[config.mk]
export PLATFORM = sky130hd
export DESIGN_NAME = mpaddsub_serial
export DESIGN_NICKNAME = d
export VERILOG_FILES = /design/src/rtl/mpaddsub_serial.sv
export SDC_FILE = /design/constraint.sdc
export NUM_CORES = 2
export LEC_CHECK = 0
export ABC_AREA = 1
export CAP_MARGIN = 0
export CORE_MARGIN = 2
export CORE_UTILIZATION = 35
export CTS_BUF_LIST = sky130_fd_sc_hd__clkbuf_16
export DETAILED_ROUTE_END_ITERATION = 6
export PLACE_DENSITY_LB_ADDON = 0.05
export SYNTH_ARGS = -nofsm -noshare
export SYNTH_HDL_FRONTEND = slang
export SYNTH_SLANG_ARGS = --single-unit
[constraint.sdc]
create_clock -name CLK -period 4.7 [get_ports CLK]
set_input_delay 1.175 -clock CLK [delete_from_list [all_inputs] [get_ports CLK]]
set_output_delay 1.175 -clock CLK [all_outputs]
set_load 0.02 [all_outputs]
[src/rtl/mpaddsub_serial.sv]
// Limb-serial multi-precision adder/subtractor: processes one WORD-bit limb per cycle,
// ripple carry/borrow held in a flop, result and zero flag registered at completion.
module mpaddsub_serial #(
  parameter int unsigned WIDTH = 256,
  parameter int unsigned WORD  = 32
) (
  input  logic             CLK,
  input  logic             RST,
  input  logic [WIDTH-1:0] a_in,
  input  logic [WIDTH-1:0] b_in,
  input  logic             sub,
  input  logic             write,
  input  logic             start,
  output logic [WIDTH:0]   s_out,
  output logic             ready,
  output logic             busy,
  output logic             zero
);

  localparam int unsigned N     = WIDTH / WORD;
  localparam int unsigned IDX_W = (N > 1) ? $clog2(N) : 1;
  localparam logic [IDX_W-1:0] LAST_IDX = IDX_W'(N - 1);

  if ((WORD == 0) || (WIDTH < WORD) || ((WIDTH % WORD) != 0)) begin : g_bad_params
    $error("mpaddsub_serial: WIDTH must be a non-zero multiple of WORD");
  end

  typedef enum logic {IDLE = 1'b0, RUN = 1'b1} state_t;

  state_t                   state_q, state_d;
  logic [IDX_W-1:0]         idx_q, idx_d;
  logic                     carry_q, carry_d;
  logic                     zacc_q, zacc_d;
  logic                     sub_q, sub_d;
  logic [N-1:0][WORD-1:0]   a_q, a_d;
  logic [N-1:0][WORD-1:0]   b_q, b_d;
  logic [N-1:0][WORD-1:0]   s_q, s_d;
  logic                     top_q, top_d;
  logic                     ready_q, ready_d;
  logic                     busy_q, busy_d;
  logic                     zero_q, zero_d;

  logic [WORD-1:0]          b_limb_c;
  logic [WORD:0]            t_c;

  // One limb of the ripple: subtraction is A + ~B + 1, the +1 seeded as the initial carry
  always_comb begin
    b_limb_c = sub_q ? ~b_q[idx_q] : b_q[idx_q];
    t_c      = {1'b0, a_q[idx_q]} + {1'b0, b_limb_c} + (WORD+1)'(carry_q);
  end

  // Next-state and datapath updates
  always_comb begin
    state_d = state_q;
    idx_d   = idx_q;
    carry_d = carry_q;
    zacc_d  = zacc_q;
    sub_d   = sub_q;
    a_d     = a_q;
    b_d     = b_q;
    s_d     = s_q;
    top_d   = top_q;
    ready_d = 1'b0;
    busy_d  = busy_q;
    zero_d  = zero_q;

    case (state_q)
      IDLE: begin
        if (start) begin
          state_d = RUN;
          idx_d   = '0;
          carry_d = sub_q;
          zacc_d  = 1'b1;
          busy_d  = 1'b1;
        end else if (write) begin
          a_d   = a_in;
          b_d   = b_in;
          sub_d = sub;
        end
      end
      RUN: begin
        s_d[idx_q] = t_c[WORD-1:0];
        carry_d    = t_c[WORD];
        zacc_d     = zacc_q & (t_c[WORD-1:0] == '0);
        if (idx_q == LAST_IDX) begin
          // Final carry out of A + ~B + 1 is the inverse of the borrow
          top_d   = sub_q ? ~t_c[WORD] : t_c[WORD];
          state_d = IDLE;
          idx_d   = '0;
          busy_d  = 1'b0;
          ready_d = 1'b1;
          zero_d  = zacc_d;
        end else begin
          idx_d = idx_q + IDX_W'(1);
        end
      end
      default: state_d = IDLE;
    endcase
  end

  always_ff @(posedge CLK) begin
    if (RST) begin
      state_q <= IDLE;
      idx_q   <= '0;
      carry_q <= 1'b0;
      zacc_q  <= 1'b0;
      sub_q   <= 1'b0;
      a_q     <= '0;
      b_q     <= '0;
      s_q     <= '0;
      top_q   <= 1'b0;
      ready_q <= 1'b0;
      busy_q  <= 1'b0;
      zero_q  <= 1'b0;
    end else begin
      state_q <= state_d;
      idx_q   <= idx_d;
      carry_q <= carry_d;
      zacc_q  <= zacc_d;
      sub_q   <= sub_d;
      a_q     <= a_d;
      b_q     <= b_d;
      s_q     <= s_d;
      top_q   <= top_d;
      ready_q <= ready_d;
      busy_q  <= busy_d;
      zero_q  <= zero_d;
    end
  end

  assign s_out = {top_q, s_q};
  assign ready = ready_q;
  assign busy  = busy_q;
  assign zero  = zero_q;

endmodule

== Word level (Yosys, flattened, before mapping) ==
Index checks and enable logic that the tools add are counted.

* Flip-flop bits (word level): 779
* Bits of input ports: 517

* Magnitude comparators: 2
* Reductions and logical operators: 6
* Bitwise operators: 5
* Muxes and demuxes: 22
* Add/sub/neg operators: 3
* Equality and inequality tests: 3

{| class="wikitable"
|+ Operators with widths
! kind !! count
|-
| $bwmux 256 || 1
|-
| $bmux 32 s3 || 2
|-
| $mux 32 || 4
|-
| $demux 32 s3 || 1
|-
| $add 32x32->33 || 1
|-
| $add 33x1->33 || 1
|-
| $logic_not 32->1 || 1
|-
| $not 32->32 || 1
|-
| $pmux 1 s2 || 4
|-
| $mux 1 || 7
|-
| $mux 3 || 2
|-
| $pmux 3 s2 || 1
|-
| $lt 3x4->1 const B || 1
|-
| $reduce_and 2->1 || 2
|-
| $add 3x1->3 const B || 1
|-
| $eq 3x3->1 const B || 1
|-
| $ge 3x1->1 const B || 1
|-
| $not 1->1 || 3
|-
| $reduce_and 3->1 || 1
|-
| $ne 2x1->1 const B || 1
|-
| $ne 2x2->1 const B || 1
|-
| $reduce_or 2->1 || 1
|-
| $and 1x1->1 || 1
|-
| $logic_and 1x1->1 || 1
|}

== Depth between registers and ports, before layout ==
* Depth in word-level cells: 9
* Mapped depth: 29
* Depth with buffers taken out: 27

== Worst setup path before layout ==
No wires, ideal clock.

* Path kind: reg-to-reg
* Start point: reg idx_q[0]
* End point: reg zacc_q
* Arrival time: 3552 ps
* Path buffers: 4
* Cell stages (with the launch flop): 27
* Path slack: 1082 ps
* Library setup time: 66 ps
* Cells stage by stage: dfxtp_1 buf_2 inv_2 buf_2 buf_2 clkbuf_1 nand2_1 nand3_1 o21ai_0 a221oi_1 o21ai_0 fa_1 inv_1 fa_1 clkinv_1 nand2_1 nor2_1 nand3_1 nor2_1 nand3_2 nor2_1 nand2_1 nor2_1 nand2_1 nor2_2 nand2_1 a21oi_2

* Longest elaborated chain between the ends: 9
* Elaborated cells between the ends (all ways): 11

{| class="wikitable"
|+ RTL lines
! element !! RTL line !! text
|-
| start: declaration || 31 || <nowiki>logic [IDX_W-1:0] idx_q, idx_d;</nowiki>
|-
| start signal: assignment || 117 || <nowiki>idx_q <= idx_d;</nowiki>
|-
| $bmux 32 s3 || 48 || <nowiki>b_limb_c = sub_q ? ~b_q[idx_q] : b_q[idx_q];</nowiki>
|-
| $mux 32 (not written as such) || 48 ||
|-
| $not 32->32 || 48 ||
|-
| $mux 32 || 48 ||
|-
| $add 32x32->33 * || 49 || <nowiki>t_c = {1'b0, a_q[idx_q]} + {1'b0, b_limb_c} + (WORD+1)'(carry_q);</nowiki>
|-
| $add 33x1->33 * || 49 ||
|-
| net t_c[1] || 44 || <nowiki>logic [WORD:0] t_c;</nowiki>
|-
| $logic_not 32->1 * || 84 || <nowiki>zacc_d = zacc_q & (t_c[WORD-1:0] == '0);</nowiki>
|-
| $and 1x1->1 * || 84 ||
|-
| $pmux 1 s2 * || 67 || <nowiki>case (state_q)</nowiki>
|-
| end signal: assignment || 119 || <nowiki>zacc_q <= zacc_d;</nowiki>
|-
| end: declaration || 33 || <nowiki>logic zacc_q, zacc_d;</nowiki>
|}

The timed path passes the listed nets; every way through them passes the cells marked *. The select of a mux whose other input is x is not followed.
A chain may end at the register's enable or synchronous reset.

== Final worst setup path ==
* Start point: reg idx_q[2]
* End point: reg zero_q, in the netlist zero

* Longest elaborated chain between the ends: 8
* Elaborated cells between the ends (all ways): 12

{| class="wikitable"
|+ RTL lines
! element !! RTL line !! text
|-
| $bmux 32 s3 || 48 ||
|-
| $mux 32 (not written as such) || 48 ||
|-
| $not 32->32 || 48 ||
|-
| $mux 32 || 48 ||
|-
| $add 32x32->33 || 49 ||
|-
| $add 33x1->33 || 49 ||
|-
| $logic_not 32->1 || 84 ||
|-
| $and 1x1->1 || 84 ||
|-
| end signal: assignment || 127 || <nowiki>zero_q <= zero_d;</nowiki>
|-
| end: declaration || 41 || <nowiki>logic zero_q, zero_d;</nowiki>
|}

Parallel ways exist; a longest one is shown, timed or not. The select of a mux whose other input is x is not followed.

==> flow_summary.yaml <==
status:
  status: "completed"
grt:
  grt_remaining_overflow: 0
  antenna_found_initial: 30
  grt_pass1_wl_um: 212000
  gr-usage-all-layers: 0.289
  grt_pass1_vias: 31200
  grt_max_degree: 182
yosys:
  synth_top_area_share: 0.463
  yosys_warnings: 0
  yosysSeqAreaShare: 0.463
  syn_avg_cell_area_um2: 7.11
  ys_async_sr_fraction: 0
  synth_edf_count: 0
  synth.area.top_cells: "dfxtp_1 (46%), nor2_1 (15%), o21ai_0 (11%)"
  syn_area_mm2: 0.0337
  synth_nets: 5294
  synth.distinct_cells: 41
  synth_ff_type: "dfxtp_1"
  postSynthCellCount: 4742
  yosys_register_bits: 779
  yosysTopAreaCell: "dfxtp_1"
route:
  drc_errors: 0
  dr.pass1.iters: 6
  wirelength_um: 148000
  via_per_inst: 4.96
  wl_per_cell_um: 21.8
  dr.first_iter.drc_count: 2523
  num_vias: 33700
  ant_nets: 0
placement:
  routabilityCongestion: 0.947
  post-place-ws_ns: 0.376
  detailed_place_hpwl_um: 111000
  io_buffers: 776
  dpl_cell_area_mm2: 0.0433
clock_network:
  hold_buffers: 0
  cts_made_buffers: 89
  htree_levels: 3
  clockBufferDepth: 3
  cts_tree: "done"
  cts_root_buf: "clkbuf_16"
  cts_sinks: 779
  clk_latency_ns: 0.67
  clk_pin_slew_ns: 0.06
power_and_ir_drop:
  ir_worst_vdd_uv: 249
  netSwitchingPower_mw: 5.29
  power.leakage_nw: 19.5
  pwr-share-seq: 0.405
  p_per_area_mw_per_mm2: 380
  combPwrFrac: 0.200
  switching_share: 0.301
  p_int_mw: 12.3
  clockPowerShare: 0.394
layout:
  fin_nets: 5992
  syn_to_final_growth_pct: 37.1
  drive_gt1_frac: 0.0677
  final_area_mm2: 0.0462
timing:
  final.period_utilization: 0.921
  worst_slew_pin_slew_ns: 0.964
  finalSetupTns_ns: 0
  hold_violations: 0
  maxSlewViolCount: 0
  relSlewSlack: 0.356
  rsz0062_at_grt: "no"
  worst_slack_ns: 0.372
  setup_viol: 0
  skew_ns: 0.0225
  fin_crit_ns: 4.33
  fmaxAchievable_mhz: 231
min_path:
  hp-class: "flip-flop to flip-flop"
setup_path:
  path_buf_inv: 5
  worstSetupPathType: "flip-flop to flip-flop"
  crit_family: "simple AND/OR/NAND/NOR gates"
  cp_slowest_cell: "dfxtp_1"
  cp_max_fo: 32
  slowest_delay_ns: 0.45
  cp-end-kind: "flip-flop"
  critical_path_arrival_ns: 4.94
  crit_path_frequent_cell: "nand2_1"
  crit_path_start_kind: "flip-flop"
  required_ns: 5.31
floorplan:
  rows: 113
  dieArea_mm2: 0.0988
  core-area_mm2: 0.0952
  ios: 777
  die_height_um: 314
  initial_core_util: 0.354
  die_w_um: 314
job:
  drv_cap: 0
layer usage:
metal	wire length, um	part of all wire	vias up	GRT usage
li1	-	-	16800	-
met1	65100	0.44	15800	0.380
met2	71400	0.48	964	0.485
met3	7540	0.051	190	0.0441
met4	4020	0.027	12	0.0910
met5	85	0.00057	-	0
kinds of logic (layout without fill, tap and decap cells):
| family | count (synthesis) | count (layout) | synth area share |
|---|---|---|---|
| fa+ha+maj | 35 | 35 | 0.0134 |
| flops | 779 | 779 | 0.463 |
| other cells | 0 | 20 | 0 |
| simple gates | 2050 | 2050 | 0.239 |
| xor+xnor | 38 | 38 | 0.0101 |
| compound gates | 1139 | 1139 | 0.193 |
| buf+inv | 701 | 1472 | 0.0819 |
through the flow:
step,power [mW],hold slack (ns),std cells,utilization
finish,17.6,0.469,6798,0.486
global route,18.3,0.484,6796,0.485
CTS,17.7,0.478,6778,0.485
detailed placement,10.8,0.465,6614,0.455
global placement,10.8,0.456,6614,0.455
floorplan,8.84,0.427,4742,-
sequential cells by signal, summed over array words and instances, names as in the netlist:
register / count
sub_q: 1
a_q: 256
top_q: 1
idx_q: 3
ready: 1
s_out: 256
carry_q: 1
zacc_q: 1
zero: 1
busy: 1
state_q: 1
b_q: 256
path summary, 6_finish.rpt:
path | cells past startpoint | from | endpoint | slack (ns)
worst min register to register | 2 | top_q$_SDFFE_PP0P_ | top_q$_SDFFE_PP0P_ | 0.47
worst max-delay path | 26 | idx_q[2]$_SDFFE_PP0P_ | zero$_SDFFE_PP0P_ | 0.37
worst max register to register | 26 | idx_q[2]$_SDFFE_PP0P_ | zero$_SDFFE_PP0P_ | 0.37
worst min-delay path | 2 | top_q$_SDFFE_PP0P_ | top_q$_SDFFE_PP0P_ | 0.47
power groups by stage:
stage          clock [mW]  combinational, mW  sequential (mW)
6_report             6.93               3.52             7.12
2_1_floorplan           0               1.58             7.26
4_1_cts              7.06               3.53             7.12
3_5_place_dp            0               3.52             7.26
5_1_grt              7.33               3.79             7.15
3_3_place_gp            0               3.53             7.26
cells in the final DEF, fill, tap and decap left out, drive strengths merged, types with 2 or more instances in the layout:
cell and instances:
buf 158, o211ai 191, a21oi 115, dfxtp 779, o221ai 15, a211oi 21
a31oi 2, nor2 1340, diode 20, nand3 89, xor2 37, o22ai 14
o221a 17, bufinv 9, clkdlybuf4s50 775, nand4 4, ha 33, fa 2
nor3 4, clkbuf 91, nand2 601, nand3b 9, o21ai 740, a221oi 16
o21bai 5, clkinv 44, inv 395, a22o 2
area by class of cell:
cell class,count,area (um^2)
timing repair buffer,933,9230
antenna,20,50.0
tap,1265,1580
clock buffer,91,2280
multi-input combinational,3262,15400
inverter,375,1430
clock inverter,73,593
fill,9734,49000
sequential,779,15600
cell usage after synthesis, types with 3 or more instances:
cell type / number
nor2_1: 1332
dfxtp_1: 779
o21ai_0: 740
nand2_1: 566
inv_1: 368
clkbuf_1: 203
o211ai_1: 191
a21oi_1: 111
buf_2: 98
nand3_1: 84
xor2_1: 37
ha_1: 33
nand2_2: 28
buf_1: 23
a211oi_1: 21
o221a_2: 17
a221oi_1: 16
o221ai_1: 15
o22ai_1: 14
nand3b_1: 8
nor2_2: 8
nand2_4: 7
inv_2: 5
nand3_2: 5
o21bai_1: 5
a21oi_2: 4
nand4_1: 4
nor3_1: 3
worst register-to-register path, stage by stage (launching register included):
cell      delay [ns]
dfxtp_1         0.45
nor2_1          0.11
inv_1           0.19
nor2_4          0.09
inv_1           0.10
buf_12          0.23
o21ai_0         0.12
a221oi_1        0.20
o21ai_0         0.27
buf_4           0.23
fa_1            0.37
inv_1           0.13
fa_1            0.30
nand2_1         0.08
nand3_1         0.13
nand3_2         0.11
nand2_2         0.14
nand2_1         0.09
nand2_1         0.11
nand2_1         0.12
nand3_1         0.11
nand2_2         0.06
nor2_1          0.15
nand2_1         0.09
nor2_2          0.10
nand4_1         0.10
nand2_1         0.09
what timing repair did:
action,4_1_cts,5_1_grt
endpoints found under the setup margin,0,3
resized for setup,0,2
buffers inserted,0,0
endpoints found under the hold margin,0,0
Note: power is estimated with default switching activity, not from simulation.
